===== src/rtl/arb_mux_n_pkg.sv =====
// arb_mux_n_pkg: shared mode encodings and select-width helper for datapath muxes
package arb_mux_n_pkg;
  localparam int MODE_SEL = 0;
  localparam int MODE_RR  = 1;
  function automatic int sel_w(input int n);
    return n > 1 ? $clog2(n) : 1;
  endfunction
endpackage


===== src/rtl/arb_mux_n_rr_arbiter.sv =====
// arb_mux_n_rr_arbiter: combinational round-robin grant, searching from the channel after ptr
module arb_mux_n_rr_arbiter #(
  parameter int N    = 5,
  parameter int SELW = 3
) (
  input  logic [N-1:0]    req_i,
  input  logic [SELW-1:0] ptr_i,
  output logic [SELW-1:0] gnt_idx_o,
  output logic            gnt_any_o
);
  logic [N-1:0] rot;
  int           first;
  int           idx;
  // rotate so bit 0 is the channel after ptr, then take the lowest set request
  always_comb begin
    rot = N'({req_i, req_i} >> (int'(ptr_i) + 1));
    first = 0;
    for (int j = N - 1; j >= 0; j--) first = rot[j] ? j : first;
    idx = int'(ptr_i) + 1 + first;
    idx = idx >= N ? idx - N : idx;
    gnt_idx_o = SELW'(idx);
  end
  assign gnt_any_o = |req_i;
endmodule


===== src/rtl/arb_mux_n.sv =====
// arb_mux_n: registered N-channel valid/ready mux, channel picked by select input or round-robin
module arb_mux_n
  import arb_mux_n_pkg::*;
#(
  parameter int W    = 16,
  parameter int N    = 5,
  parameter int SELW = sel_w(N),
  parameter int MODE = MODE_SEL
) (
  input  logic            clk_i,
  input  logic            rst_n_i,
  input  logic [N*W-1:0]  in_data_i,
  input  logic [N-1:0]    in_valid_i,
  output logic [N-1:0]    in_ready_o,
  input  logic [SELW-1:0] s_i,
  output logic [W-1:0]    o_o,
  output logic            o_valid_o,
  input  logic            o_ready_i,
  output logic [SELW-1:0] grant_o
);
  logic [W-1:0]    o_q, o_d, sel_data;
  logic [SELW-1:0] grant_q, grant_d, sel, rr_idx;
  logic            o_valid_q, o_valid_d, rr_any, hit, space, xfer;
  if (MODE == MODE_RR) begin : g_rr
    logic [SELW-1:0] ptr_q;
    arb_mux_n_rr_arbiter #(.N(N), .SELW(SELW)) u_arb (
      .req_i    (in_valid_i),
      .ptr_i    (ptr_q),
      .gnt_idx_o(rr_idx),
      .gnt_any_o(rr_any)
    );
    // pointer moves to the granted channel only when a word is actually taken
    always_ff @(posedge clk_i or negedge rst_n_i)
      if (!rst_n_i) ptr_q <= SELW'(N - 1);
      else if (xfer) ptr_q <= sel;
  end else begin : g_sel
    assign rr_idx = '0;
    assign rr_any = 1'b0;
  end
  // channel choice and handshake; an out-of-range select shifts the one-hot away to nothing
  always_comb begin
    sel = MODE == MODE_RR ? rr_idx : s_i;
    hit = MODE == MODE_RR ? rr_any : |(in_valid_i & (N'(1) << s_i));
    space = !o_valid_q || o_ready_i;
    in_ready_o = rst_n_i && hit && space ? N'(1) << sel : '0;
    xfer = |in_ready_o;
  end
  // next output word: load on transfer, drop valid on drain, hold otherwise
  always_comb begin
    sel_data = '0;
    for (int k = 0; k < N; k++) sel_data = sel == SELW'(k) ? in_data_i[k*W +: W] : sel_data;
    o_d = xfer ? sel_data : o_q;
    grant_d = xfer ? sel : grant_q;
    o_valid_d = xfer || (o_valid_q && !o_ready_i);
  end
  // output register stage
  always_ff @(posedge clk_i or negedge rst_n_i)
    if (!rst_n_i) begin
      o_q <= '0;
      grant_q <= '0;
      o_valid_q <= 1'b0;
    end else begin
      o_q <= o_d;
      grant_q <= grant_d;
      o_valid_q <= o_valid_d;
    end
  assign o_o = o_q;
  assign o_valid_o = o_valid_q;
  assign grant_o = grant_q;
endmodule


===== config.mk =====
export PLATFORM = sky130hd
export DESIGN_NAME = arb_mux_n
export DESIGN_NICKNAME = d
export VERILOG_FILES = /design/src/rtl/arb_mux_n_pkg.sv /design/src/rtl/arb_mux_n_rr_arbiter.sv /design/src/rtl/arb_mux_n.sv
export SDC_FILE = /design/constraint.sdc
export NUM_CORES = 1
export LEC_CHECK = 0
export BUFFER_PORTS_ARGS = -buffer_cell sky130_fd_sc_hd__buf_2
export CORE_UTILIZATION = 45
export CTS_CLUSTER_DIAMETER = 120
export DETAILED_ROUTE_END_ITERATION = 16
export GPL_TIMING_DRIVEN = 1
export PLACE_DENSITY = 0.87
export SLEW_MARGIN = 10
export SYNTH_ARGS = -nofsm -noshare
export SYNTH_HDL_FRONTEND = slang
export SYNTH_HIERARCHICAL = 1
export SYNTH_SLANG_ARGS = --single-unit

===== constraint.sdc =====
create_clock -name clk_i -period 5.2 [get_ports clk_i]
set_input_delay 1.04 -clock clk_i [delete_from_list [all_inputs] [get_ports clk_i]]
set_output_delay 1.04 -clock clk_i [all_outputs]
set_load 0.05 [all_outputs]

[Yosys cells after proc, flatten, opt, wreduce, memory -nomap -nowiden]
Index checks and enable logic that the tools add are counted.
Word-level totals
  bits in registers: 20
  output and inout bits: 25
  word-level logic and storage cells: 25
Cells by class
  reductions and logical operators: 10
  bitwise operators: 1
  shifts and indexed selects: 1
  muxes and demuxes: 6
  equality and inequality tests: 4
Operator list (number)
  $mux 16: 5
  $reduce_or 5->1: 2
  $eq 3x2->1 const B: 2
  $and 5x5->5: 1
  $mux 5: 1
  $shl 1x3->5 const A: 1
  $eq 3x1->1 const B: 1
  $eq 3x3->1 const B: 1
  $logic_and 1x1->1: 3
  $logic_not 3->1: 1
  $logic_not 1->1: 2
  $logic_or 1x1->1: 2

[Logic depth before layout (Yosys ltp)]
Gate-level depths: netlist of run 1.
  word-level depth: 8
  mapped depth: 6
  gate-level depth less buffers: 4

[Least setup slack after synthesis of run 1]
No wires, ideal clock.
  path type: input to output
  start: input s_i[2]
  end: output in_ready_o[0]
  path slack: 933 ps
  stages: 5
  arrival: 3227 ps
  path buffers: 2
  path through: buf_2 > buf_2 > mux2i_1 > nor2_1 > nor4b_1
On the way
  longest elaborated chain between the ends: 6
RTL lines
  start, declared: line arb_mux_n.sv:15  | input logic [SELW-1:0] s_i,
  $shl 1x3->5 *: line arb_mux_n.sv:43, arb_mux_n.sv:45
  $and 5x5->5: line arb_mux_n.sv:43  | hit = MODE == MODE_RR ? rr_any : |(in_valid_i & (N'(1) << s_i));
  $reduce_or 5->1: line arb_mux_n.sv:43
  $logic_and 1x1->1 (2 in series): line arb_mux_n.sv:45  | in_ready_o = rst_n_i && hit && space ? N'(1) << sel : '0;
  $mux 5 *: line arb_mux_n.sv:45
  end, declared: line arb_mux_n.sv:14  | output logic [N-1:0] in_ready_o,
Every way passes the cells marked *; elsewhere a longest branch is shown, timed or not.

[Worst setup path in the final report of run 1]
  start: input s_i[0]
  end: output in_ready_o[4]
Same word-level chain as after synthesis.

==> results.ini, run 1 <==
[power_and_ir_drop]
intPower_uw = 346.5
power_frac_seq = 0.335
comb_power_share = 0.553
p_leak_uw = 0.001180
peakVddDrop_uv = 244.7
powerDensity_mw_per_mm2 = 285.7
switching_power_uw = 295.9
sw_frac_of_total = 0.4606
finalPower_uw = 642.4
p_clk_frac = 0.112

[timing]
period_share = 0.7830
final_hold_viol_count = 0
period_needed_ns = 4.071
fmax_mhz = 245.6
skew_ns = 0.003277
slew_headroom = 0.5744
setup_viol = 0
finalSetupTns_ns = 0
finalMaxSlewViolations = 0
max_slew.worst_pin.slew_ns = 0.6384
fin_ws_ns = 1.129
rsz0062_at_grt = no

[worst_setup_path]
crit_path_end_kind = output port
cp-start-kind = primary input
path_cells = buf_2 -> nand2b_1 -> a21o_1 -> a31oi_4 -> buf_4 -> and2_1 -> buf_2
path_common_cell = buf_2
crit_family = buffers and inverters
cp_max_fo = 23
cp.arrival_ns = 3.03
path_buf_inv = 3
cpMaxStageDelayCell = nand2b_1
crit_type = primary input to output port
slowest_delay_ns = 0.44
crit_required_ns = 4.16

[clock_tree]
insertion_delay_ns = 0.30
cts_resized = 0
cts_buffer_depth = 2
root_buffer = clkbuf_4
cts_buffers = 3
numClockSinks = 20
htreeDepth = 1
cts_tree = built
clk_pin_slew_ns = 0.10
hold_buffers = 0
cts_setup_buffers = 0

[global_routing]
grt_pass1_wl_um = 7452
grt_pass1_vias = 1608
grt_use_total = 0.2409
grt_max_degree = 47
antenna_found_initial = 0
overflow = 0

[worst_hold_path]
hold_path_class = register to register

[die]
fp.coreArea_mm2 = 0.003416
ios = 116
start_util = 0.4842
fp.dieH_um = 62.63
rows = 21
die_w_um = 62.63
dieArea_mm2 = 0.003922

[drt]
vias = 1624
antenna_left = 0
avgRoutedWirePerCell_um = 14.78
wirelength_um = 4566
via_per_inst = 5.256
drc = 0
drt-pass1-iter-count = 4
drtIter0Drc = 73

[placement]
port_buffers = 115
gp_congestion = 0.7713
place_ws_ns = 1.166
dp_hpwl_um = 3659

[layout]
layout-drive-gt1-share = 0.5361
final_core_util = 0.6582
nFillCells = 310
num-nets-final = 356
n_antenna_cell = 0
area_delta_synth_final_pct = 35.93

[synthesis]
ys_types = 28
synth.avg_cell_area_um2 = 10.54
synthCells = 157
ys_warn_count = 6
ys_seq_area_frac = 0.3026
synth-seq-cells = 20
synthesis.area_mm2 = 0.001654
synth_ff_type = dfrtp_1
synth-edff-count = 0
ys_async_sr_fraction = 1.000
syn_nets = 248

[flow_run]
max-cap-violations = 0

[run_status]
status = finished clean

[power by group through the flow]
stage	clock, µW	sequential, µW	combinational (µW)
after global placement	0	217	350
after floorplan	0	360	113
after detailed placement	0	218	355
after global routing	78.1	221	374
after CTS	74.2	215	357
final	71.8	215	355
[per-layer routing]
metal	GRT usage	wire length, µm	part of all wire
met1	0.3383	2047	0.45
met2	0.3709	2074	0.45
met3	0.02007	275	0.060
met4	0.1192	168	0.037
met5	0	0	0
[Yosys cell counts, drive strengths merged (2+ instances only)]
| cell type | n | area, µm² |
|---|---|---|
| mux2i | 33 | 330.3 |
| dfrtp | 20 | 500.5 |
| mux2 | 19 | 251.5 |
| nand3b | 17 | 127.6 |
| o21a | 16 | 120.1 |
| o22ai | 16 | 100.1 |
| buf | 10 | 65.05 |
| clkbuf | 5 | 18.77 |
| o21ai | 3 | 15.01 |
| nand2 | 2 | 7.510 |
| nand2b | 2 | 12.51 |
| nor2 | 2 | 7.510 |
| nor3 | 2 | 10.01 |
[final timing paths]
kind / end / depth (start not counted) / slack, ns / startpoint
worst max-delay path: in_ready_o[4] / 7 / 1.13 / s_i[0]
worst min-delay path: o_o[10] / 1 / 0.52 / o_o[10]
worst max register to register: o_o[2] / 5 / 3.50 / o_valid_o
worst min register to register: o_o[10] / 1 / 0.52 / o_o[10]
max in group asynchronous: grant_o[2] / 1 / 4.22 / rst_n_i
min in group asynchronous: grant_o[0] / 1 / 0.67 / rst_n_i
[worst register-to-register path: stages (launching register included)]
cell     delay (ns)
dfrtp_1        0.40
inv_1          0.07
o21ai_1        0.20
a31oi_4        0.22
buf_4          0.31
mux2_2         0.39
[metrics by stage]
step / cells / cell area [µm²] / hold WS (ns)
final: 309 / 2248 / 0.5159
after global routing: 309 / 2248 / 0.5319
after CTS: 309 / 2248 / 0.5149
after floorplan: 157 / 1654 / 0.7444
after detailed placement: 306 / 2226 / 0.4877
after global placement: 306 / 2226 / 0.4856
[placed cells by master, fill, tap and decap left out]
| master | instances |
|---|---|
| a21o_1 | 1 |
| a31oi_4 | 1 |
| and2_1 | 1 |
| buf_2 | 115 |
| buf_4 | 3 |
| clkbuf_4 | 3 |
| dfrtp_1 | 20 |
| inv_1 | 1 |
| mux2_2 | 9 |
| mux2_4 | 10 |
| mux2i_1 | 33 |
| nand2_1 | 2 |
| nand2b_1 | 2 |
| nand3b_1 | 17 |
| nor2_1 | 2 |
| nor2b_1 | 1 |
| nor3_1 | 2 |
| nor3b_1 | 1 |
| nor4b_1 | 1 |
| nor4bb_1 | 1 |
| o21a_1 | 16 |
| o21ai_0 | 2 |
| o21ai_1 | 1 |
| o22ai_1 | 16 |
| o2bb2ai_1 | 1 |
| o31ai_1 | 1 |
[layout make-up]
class | count | area (µm²) | share of cell area
clock buffers | 3 | 22.52 | 0.01002
inverters | 1 | 3.754 | 0.001669
multi-input cells | 121 | 1066 | 0.4741
flip-flops and latches | 20 | 500.5 | 0.2226
well taps | 46 | 57.56 | 0.02560
repair buffers | 118 | 598.1 | 0.2660
[state kept, by name (all words and copies together), names as in the netlist]
signal / count
o_valid_o: 1
o_o: 16
grant_o: 3
[logic make-up after synthesis]
| logic type | synth area share |
|---|---|
| flops | 0.3026 |
| compound gates | 0.1694 |
| buf+inv | 0.05294 |
| mux | 0.3517 |
| simple gates | 0.1233 |
Power figures use the tool's default switching activity.
==> run 2, diff against run 1 <==
--- a/config.mk
+++ b/config.mk
@@ -6,11 +6,11 @@
 export NUM_CORES = 1
 export LEC_CHECK = 0
 export BUFFER_PORTS_ARGS = -buffer_cell sky130_fd_sc_hd__buf_2
-export CORE_UTILIZATION = 45
+export CORE_UTILIZATION = 41
 export CTS_CLUSTER_DIAMETER = 120
 export DETAILED_ROUTE_END_ITERATION = 16
 export GPL_TIMING_DRIVEN = 1
-export PLACE_DENSITY = 0.87
+export PLACE_DENSITY = 0.8
 export SLEW_MARGIN = 10
 export SYNTH_ARGS = -nofsm -noshare
 export SYNTH_HDL_FRONTEND = slang
==> constraint.sdc (replaced) <==
create_clock -name clk_i -period 4.2 [get_ports clk_i]
set_input_delay 0.84 -clock clk_i [delete_from_list [all_inputs] [get_ports clk_i]]
set_output_delay 0.84 -clock clk_i [all_outputs]
set_load 0.05 [all_outputs]
==> run 2 against run 1 <==
Compared with the run above: sequential power rose by 24%; core utilization fell by 5.3 points; worst hold slack got worse by 0.014 ns; first-iteration DRC count fell by 33%; final cell count rose by 0.97%; design area rose by 1.6%; worst setup slack got worse by 0.20 ns; wire length barely moved; sequential share of layout area fell by 0.34 points.
==> results.ini, run 2 (synthesis results as in run 1) <==
[timing]
skew_ns = 0.004276  ; +0.0009988 ns
period_needed_ns = 3.276
whs_ns = 0.5022  ; -0.01374 ns
finalSetupTns_ns = 0  ; unchanged
finalMaxSlewViolations = 0  ; unchanged
final_hold_viol_count = 0  ; unchanged
rsz0062_at_grt = no
fmax_mhz = 305.2
slew_headroom = 0.5977  ; +0.02324
setup_viol = 0  ; unchanged
period_share = 0.7800
max_slew.worst_pin.slew_ns = 0.6035  ; -0.03487 ns

[clock_tree]
cts_buffers = 3  ; unchanged
cts_buffer_depth = 2  ; unchanged
htreeDepth = 1  ; unchanged
cts_tree = built
clk_pin_slew_ns = 0.07  ; -0.03 ns
insertion_delay_ns = 0.26  ; -0.04 ns
hold_buffers = 0  ; unchanged
numClockSinks = 20  ; unchanged
cts_resized = 0  ; unchanged
cts_setup_buffers = 0  ; unchanged
root_buffer = clkbuf_8

[power_and_ir_drop]
p_leak_uw = 0.001195  ; +1.2%
switching_power_uw = 366.3  ; +24%
intPower_uw = 479.3  ; +38%
sw_frac_of_total = 0.4332  ; -0.02742
power_frac_seq = 0.316  ; -0.019
p_clk_frac = 0.166  ; +0.054
peakVddDrop_uv = 344.2  ; +41%
comb_power_share = 0.519  ; -0.034
powerDensity_mw_per_mm2 = 370.3  ; +30%

[worst_setup_path]
crit_path_end_kind = output port
worst-path-stages = 6  ; -1
cp-start-kind = primary input
crit_family = buffers and inverters
path_buf_inv = 2  ; -1
cpMaxStageDelayCell = buf_2
r2r_cells = 5  ; unchanged
cp_max_fo = 28  ; +22%
path_cells = buf_2 -> mux2_4 -> mux2i_1 -> nor2_1 -> nor4b_1 -> buf_2
slowest_delay_ns = 0.46  ; +0.02 ns
cp.arrival_ns = 2.44  ; -0.59 ns
crit_required_ns = 3.36  ; -0.80 ns
path_common_cell = buf_2
crit_type = primary input to output port

[layout]
num-nets-final = 356  ; unchanged
layout-drive-gt1-share = 0.5379  ; +0.001757
fin_area_mm2 = 0.002283  ; +1.6%
largest_register_ffs = 16  ; unchanged
layout_common_cells = buf_2 (115), mux2i_1 (33), dfrtp_1 (20), nand3b_1 (17)
stdcell_count = 312  ; +0.97%
nFillCells = 330  ; +6.5%
final_common_cell = buf_2
area_delta_synth_final_pct = 38.05
n_antenna_cell = 0  ; unchanged

[drt]
wirelength_um = 4568  ; about the same
vias = 1564  ; -3.7%
via_per_inst = 5.013  ; -4.6%
drtIter0Drc = 49  ; -33%
antenna_left = 0  ; unchanged
drc = 0  ; unchanged
avgRoutedWirePerCell_um = 14.64  ; -0.92%
drt-pass1-iter-count = 4  ; unchanged

[die]
fp.dieH_um = 65.52  ; +4.6%
start_util = 0.4386  ; -0.04563
ios = 116  ; unchanged
fp.coreArea_mm2 = 0.003771  ; +10%
die_w_um = 65.52  ; +4.6%
dieArea_mm2 = 0.004292  ; +9.4%
rows = 22  ; +4.8%

[global_routing]
antenna_found_initial = 0  ; unchanged
grt_pass1_wl_um = 6934  ; -7.0%
overflow = 0  ; unchanged
grt_max_degree = 40  ; -15%
grt_pass1_vias = 1527  ; -5.0%
grt_use_total = 0.2181  ; -0.02282

[placement]
dp_cells = 308  ; +0.65%
dp_hpwl_um = 3708  ; +1.3%
place_area_mm2 = 0.002228  ; +0.11%
port_buffers = 115  ; unchanged
gp_congestion = 0.8005  ; +3.8%

[worst_hold_path]
hold_path_depth = 1  ; unchanged
hold_path_class = register to register

[run_status]
status = finished clean

[flow_run]
max-cap-violations = 0  ; unchanged

[run 2: changes by cell type in the layout (fill, tap and decap cells not counted)]
cell,delta
clkbuf_8,+4
clkbuf_4,-3
[run 2: metal layers]
layer | global-route usage | vias up | wire length [µm]
met2 | 0.3647 | 38 | 2206
met5 | 0 | - | 0
met4 | 0.08424 | 0 | 34
met1 | 0.2842 | 715 | 2123
met3 | 0.02778 | 4 | 204
li1 | - | 807 | -
[run 2: area by class of cell]
type                    instances  area [µm²]  area share
flip-flops and latches         20       500.5      0.2192
multi-input cells             121        1066      0.4668
clock buffers                   4       55.05     0.02411
repair buffers                118       598.1      0.2619
inverters                       1       3.754    0.001644
well taps                      48       60.06     0.02630
[run 2: path summary, 6_finish.rpt]
kind                           start            end  slack, ns
max reg2reg                o_valid_o     grant_o[2]       2.50
min in group asynchronous    rst_n_i        o_o[14]       0.52
min reg2reg                  o_o[12]        o_o[12]       0.50
max                           s_i[1]  in_ready_o[0]       0.92
min                          o_o[12]        o_o[12]       0.50
max in group asynchronous    rst_n_i        o_o[11]       3.37
[run 2: power groups by stage]
stage	logic (µW)	registers [µW]	clock network, µW
2_1_floorplan	140	446	0
3_3_place_gp	434	270	0
3_5_place_dp	438	271	0
4_1_cts	440	267	143
5_1_grt	461	273	156
6_report	438	267	140
[run 2: per-stage QoR]
step / total power, µW / worst slack (ns) / util
floorplan: 586.4 / 0.3333 / -
global placement: 703.8 / 0.9743 / 0.5909
detailed placement: 708.5 / 0.9521 / 0.5909
CTS: 850.8 / 0.9487 / 0.6055
global route: 890.7 / 0.8392 / 0.6055
finish: 845.5 / 0.9239 / 0.6055
